===== src/rtl/debug_trace_uart_tx.sv =====
// debug_trace_uart_tx: queues {PC, write data} trace records and sends each as a 9-byte UART 8N1 frame
module debug_trace_uart_tx #(
  parameter int CLKS_PER_BIT = 868,
  parameter int FIFO_DEPTH = 16,
  parameter logic [7:0] SYNC_BYTE = 8'hA5
) (
  input  logic Clk,
  input  logic Reset_n,
  input  logic Sample_Strobe,
  input  logic [31:0] Debug_PC,
  input  logic [31:0] Debug_WriteData,
  output logic Tx,
  output logic Busy,
  output logic Overflow,
  output logic [$clog2(FIFO_DEPTH):0] Fifo_Count
);
  localparam int AW = $clog2(FIFO_DEPTH);
  localparam int BW = $clog2(CLKS_PER_BIT + 1);
  typedef enum logic [2:0] {IDLE, LOAD, START, DATA, STOP} state_t;
  state_t state, state_nx;
  logic [63:0] mem [FIFO_DEPTH];
  logic [AW-1:0] wr_ptr, rd_ptr;
  logic [63:0] shreg;
  logic [BW-1:0] baud;
  logic [2:0] bit_idx;
  logic [3:0] byte_idx;
  logic push, pop, baud_done;
  logic [7:0] cur_byte;
  assign push = Sample_Strobe && Fifo_Count < (AW+1)'(FIFO_DEPTH);
  assign pop = state == LOAD;
  assign baud_done = baud == BW'(CLKS_PER_BIT - 1);
  // byte 0 is the sync marker; record bytes leave from the top of the shift register
  assign cur_byte = byte_idx == 4'd0 ? SYNC_BYTE : shreg[63:56];
  assign Tx = state == START ? 1'b0 : state == DATA ? cur_byte[bit_idx] : 1'b1;
  assign Busy = state != IDLE;
  always_comb begin
    state_nx = state;
    case (state)
      IDLE:    state_nx = Fifo_Count != '0 ? LOAD : IDLE;
      LOAD:    state_nx = START;
      START:   state_nx = baud_done ? DATA : START;
      DATA:    state_nx = baud_done && bit_idx == 3'd7 ? STOP : DATA;
      STOP:    state_nx = !baud_done ? STOP : byte_idx != 4'd8 ? START : Fifo_Count != '0 ? LOAD : IDLE;
      default: state_nx = IDLE;
    endcase
  end
  always_ff @(posedge Clk or negedge Reset_n)
    if (!Reset_n) state <= IDLE;
    else state <= state_nx;
  always_ff @(posedge Clk)
    if (push) mem[wr_ptr] <= {Debug_PC, Debug_WriteData};
  always_ff @(posedge Clk or negedge Reset_n)
    if (!Reset_n) begin
      wr_ptr <= '0;
      rd_ptr <= '0;
      Fifo_Count <= '0;
      Overflow <= 1'b0;
    end else begin
      wr_ptr <= wr_ptr + AW'(push);
      rd_ptr <= rd_ptr + AW'(pop);
      Fifo_Count <= Fifo_Count + (AW+1)'(push) - (AW+1)'(pop);
      Overflow <= Overflow | (Sample_Strobe & ~push);
    end
  always_ff @(posedge Clk or negedge Reset_n)
    if (!Reset_n) begin
      shreg <= '0;
      baud <= '0;
      bit_idx <= '0;
      byte_idx <= '0;
    end else if (pop) begin
      shreg <= mem[rd_ptr];
      baud <= '0;
      bit_idx <= '0;
      byte_idx <= '0;
    end else if (Busy) begin
      baud <= baud_done ? '0 : baud + BW'(1);
      if (state == DATA && baud_done) bit_idx <= bit_idx + 3'd1;
      if (state == STOP && baud_done && byte_idx != 4'd8) begin
        byte_idx <= byte_idx + 4'd1;
        if (byte_idx != 4'd0) shreg <= shreg << 8;
      end
    end
endmodule


===== config.mk =====
export PLATFORM = sky130hd
export DESIGN_NAME = debug_trace_uart_tx
export DESIGN_NICKNAME = d
export VERILOG_FILES = /design/src/rtl/debug_trace_uart_tx.sv
export SDC_FILE = /design/constraint.sdc
export NUM_CORES = 1
export LEC_CHECK = 0
export CAP_MARGIN = 30
export CORE_ASPECT_RATIO = 0.5
export CORE_UTILIZATION = 62
export CTS_CLUSTER_DIAMETER = 50
export DETAILED_ROUTE_END_ITERATION = 8
export PLACE_DENSITY = 0.79
export SKIP_CTS_REPAIR_TIMING = 1
export SLEW_MARGIN = 20
export SYNTH_ARGS = -nofsm -noshare
export SYNTH_HDL_FRONTEND = slang
export SYNTH_SLANG_ARGS = --single-unit

===== constraint.sdc =====
create_clock -name Clk -period 6.5 [get_ports Clk]
set_clock_uncertainty 0.1 [all_clocks]
set_input_delay 1.3 -clock Clk [delete_from_list [all_inputs] [get_ports Clk]]
set_output_delay 1.3 -clock Clk [all_outputs]
set_load 0.01 [all_outputs]

==> impl.org <==
** Run status
- Status :: finished clean

** Power and ir drop
- The design draws 15.3 mW.
- The share of total power dissipated in sequential elements is 0.558.
- Share of total power in the clock network :: 0.382
- Net switching component of the power :: about 3.3 mW
- Of the total power, the share spent switching nets is 0.218.
- The internal portion of the total power is around 12 mW.
- Of the total power, combinational logic draws 0.060.
- IR analysis of the VDD net gives a maximum drop of 220 µV.
- For this design the static power due to leakage is 15.6 nW.
- Power spread over the standard cell area amounts to 315 nW/µm².

** Clock network
- Root cell of the clock tree :: sky130_fd_sc_hd__clkbuf_16
- CTS tree :: built
- Number of buffers between clock root and the deepest sink :: 3
- TritonCTS created roughly 90 clock buffers.
- The H-tree was split into 3 levels.
- At the later pin of the worst-skew pair, clock insertion delay measures 690 ps.
- Register clock-pin slew on the reported worst setup and hold paths :: about 70 ps
- CTS sink cnt :: roughly 1100

** Floorplanning
- Width of the chip :: roughly 380 µm
- The initialized floorplan defines 68 standard-cell rows.
- Die Outline Area :: slightly above 70000 µm²
- The total area inside the core boundary comes to around 69000 µm².
- In this run the vertical extent of the chip is about 190 µm.
- For this configuration, the core starts out at a cell density of 0.627.
- 75 I/O pins were placed.

** GRT
- Global-route congestion overflow total :: 0
- GR Util All Layers :: 0.286
- The number of antenna violations at the first check in global routing is 4.
- Entering global routing, the biggest net connects 113 pins.
- The first global-routing pass estimated 145 mm of wire.
- The via count of the first global-routing pass was roughly 22000.

** Final layout
- Net total in the final layout :: 2377
- From synthesis to final layout, the design area changed by 12.3%.
- Share of cells above drive strength 1 :: 0.175
- The layout has 3986 filler cells.

** Worst setup path
- Crit path cell chain :: inv_1 -> ha_1 -> nor3b_1 -> nor4b_1 -> nor4bb_1 -> o21ai_0 -> nand3_1 -> clkdlybuf4s50_1
- For this run, the slowest stage of the critical path takes 560 ps.
- By startpoint and endpoint, the worst setup path is classified as reg -> out.
- Data arrival time of the critical path :: 2920 ps
- The slowest stage of the critical path belongs to the cell sky130_fd_sc_hd__clkdlybuf4s50_1.
- Setup crit end kind :: output pin
- STA puts the critical path data required time at slightly above 5000 ps.
- Highest net fanout along the worst path :: 6
- STA classifies the critical path startpoint as a register.

** Timing
- Dividing the final minimum period by the clock period gives 0.665.
- Highest attainable clock frequency :: ~230 MHz
- Adding up every negative setup slack in the final design gives 0 ps.
- Count of endpoints failing setup in the final report :: 0
- The number of pins exceeding their max-slew limit in the final report is 0.
- The final hold violation count is 0.
- Crit path time final :: roughly 4300 ps
- The worst pin sits at a relative slew slack of 0.363.
- Transition at the pin with the smallest max-transition slack :: between 900 and 1000 ps
- Setup repair after global routing left no endpoint under its margin.

** Logic synthesis
- Share of synthesized area occupied by flip-flops and latches :: 0.767
- Cell area after technology mapping :: roughly 43000 µm²
- Post-synthesis instance total :: between 2000 and 2500
- Top flip-flop cell by instance count after synthesis :: sky130_fd_sc_hd__edfxtp_1
- Share of flip-flops with an asynchronous set or reset after synthesis :: 0.0873
- In this run, synthesis inferred 1024 flip-flops with an integrated enable.
- Yosys warns :: 0
- Synthesis produced a netlist with a net count of ~2300.
- Mean instance size in the synthesized netlist :: roughly 20 µm²
- Number of register bits inferred by synthesis :: approximately 1100
- Count of different cell masters after synthesis :: 52

** Routing
- Routed via count divided by cell count :: roughly 6.6
- Remaining routing DRC violations :: 0
- First-iteration detailed-routing DRC count :: roughly 2900
- The first TritonRoute pass finished after 5 iterations.
- The count of nets left with antenna violations once routing finished came out at 0.
- The final route contains 22100 vias.
- Wire length per cell after detailed routing :: 29.6 µm
- For this block, the routed nets add up to 98.4 mm of wire.

** Placement
- Count of port buffers added during placement :: 74
- The congestion estimate from routability-driven global placement came to approximately 0.80.
- Final HPWL DP :: ~55 mm

** Min path
- Worst min-delay path category :: reg -> reg

** Flow run
- Max-cap violations in this run came to 0.
[synth_stat cells (2+ instances only)]
cell type | instances | area (µm²)
sky130_fd_sc_hd__o211a_1 | 55 | 551
sky130_fd_sc_hd__nor4b_1 | 2 | 17.5
sky130_fd_sc_hd__a221oi_1 | 8 | 70.1
sky130_fd_sc_hd__a21o_1 | 3 | 22.5
sky130_fd_sc_hd__nand4_1 | 6 | 37.5
sky130_fd_sc_hd__nand3_1 | 35 | 175
sky130_fd_sc_hd__nor2_1 | 84 | 315
sky130_fd_sc_hd__o211ai_1 | 2 | 15.0
sky130_fd_sc_hd__buf_6 | 11 | 124
sky130_fd_sc_hd__ha_1 | 13 | 163
sky130_fd_sc_hd__a211oi_1 | 55 | 413
sky130_fd_sc_hd__nor3_1 | 8 | 40.0
sky130_fd_sc_hd__nor3b_1 | 2 | 15.0
sky130_fd_sc_hd__and2_1 | 4 | 25.0
sky130_fd_sc_hd__o21ai_0 | 19 | 95.1
sky130_fd_sc_hd__nand2b_1 | 5 | 31.3
sky130_fd_sc_hd__nand2_1 | 137 | 514
sky130_fd_sc_hd__inv_1 | 12 | 45.0
sky130_fd_sc_hd__clkbuf_1 | 68 | 255
sky130_fd_sc_hd__a21oi_1 | 8 | 40.0
sky130_fd_sc_hd__o31ai_1 | 2 | 15.0
sky130_fd_sc_hd__and3_1 | 2 | 12.5
sky130_fd_sc_hd__or3_1 | 6 | 37.5
sky130_fd_sc_hd__mux4_2 | 190 | 4280
sky130_fd_sc_hd__xor2_1 | 7 | 61.3
sky130_fd_sc_hd__buf_1 | 10 | 37.5
sky130_fd_sc_hd__mux2_2 | 8 | 90.1
sky130_fd_sc_hd__xnor2_1 | 8 | 70.1
sky130_fd_sc_hd__edfxtp_1 | 1024 | 30700
sky130_fd_sc_hd__mux2i_1 | 135 | 1350
sky130_fd_sc_hd__a22oi_1 | 56 | 420
sky130_fd_sc_hd__o22ai_1 | 57 | 357
sky130_fd_sc_hd__buf_2 | 35 | 175
sky130_fd_sc_hd__dfrtp_1 | 98 | 2450
sky130_fd_sc_hd__nor2b_1 | 9 | 56.3
[logic make-up after synthesis]
group | Yosys count | synth area share
AO/OA/AOI/OAI | 271 | 0.0473
XOR/XNOR | 15 | 0.00304
adder cells (fa/ha/maj) | 14 | 0.00422
buffers and inverters | 137 | 0.0149
flip-flops | 1122 | 0.767
multiplexers | 333 | 0.132
AND/OR/NAND/NOR | 309 | 0.0314
[final timing paths]
| path | start | endpoint | slack [ps] | cells past startpoint |
|---|---|---|---|---|
| setup / recovery | byte_idx[0] | Tx | 2180 | 8 |
| hold / removal | Overflow | Overflow | 370 | 1 |
| setup reg to reg | rd_ptr[0] | shreg[41] | 2890 | 6 |
| hold reg to reg | Overflow | Overflow | 370 | 1 |
| max in group asynchronous | Reset_n | shreg[38] | 4440 | 3 |
| min in group asynchronous | Reset_n | shreg[58] | 530 | 1 |
[worst max-delay path, delay by kind of cell, from the launching register on]
family                     cells  cell delay (ps)
AOI/OAI and AO/OA              1              120
adders and majority gates      1              150
and+or+nand+nor                4              910
DFF                            1              430
buffers and inverters          2              640
[flip-flops by register name (all words and copies together) (netlist names)]
register / count
shreg: 64
state: 3
mem: 1024
byte_idx: 4
bit_idx: 3
wr_ptr: 4
baud: 10
rd_ptr: 4
Overflow: 1
Fifo_Count: 5
[power groups by stage]
stage                     Sequential [mW]  Combinational (mW)  Clock [mW]
after global placement               8.65               0.854           0
final                                8.53               0.921        5.85
after detailed placement             8.67               0.900           0
after global routing                 8.56               0.976        6.14
after floorplan                      8.64               0.436           0
after CTS                            8.53               0.919        5.89
[metal layers]
metal  share of wire  vias to the layer above  track usage
met4           0.025                        2       0.0845
met2            0.48                     1284        0.451
li1                -                     9173            -
met5         0.00013                        -            0
met1            0.39                    11500        0.405
met3            0.11                      168       0.0674
[through the flow]
stage | worst slack (ps) | hold WS, ps | instances | area [µm²] | utilization
6_report | 2180 | 369 | 3323 | 48600 | 0.704
5_1_grt | 1930 | 380 | 3322 | 48600 | 0.704
4_1_cts | 2120 | 362 | 3318 | 48500 | 0.703
3_5_place_dp | 2190 | 348 | 3144 | 45300 | 0.657
3_3_place_gp | 2220 | 342 | 3138 | 45200 | 0.655
2_1_floorplan | 1450 | 373 | 2201 | 43300 | -
[layout make-up]
type / instances / area [µm²] / share of cell area
antenna: 2 / 5.00 / 0.000103
clock buffer: 139 / 2630 / 0.0541
clock inverter: 35 / 547 / 0.0113
inverter: 12 / 45.0 / 0.000927
multi-input combinational: 942 / 9610 / 0.198
sequential: 1122 / 33200 / 0.683
tap: 945 / 1180 / 0.0243
timing repair buffer: 126 / 1370 / 0.0281
[cell usage in the layout, fill, tap and decap left out, drive strengths merged, types with 56 or more instances in the layout]
| cell | instances |
|---|---|
| o22ai | 57 |
| dfrtp | 98 |
| clkbuf | 139 |
| nand2 | 137 |
| nor2 | 84 |
| a22oi | 56 |
| mux4 | 190 |
| edfxtp | 1024 |
| clkdlybuf4s50 | 73 |
| mux2i | 135 |
Note: power is estimated with default switching activity, not from simulation.
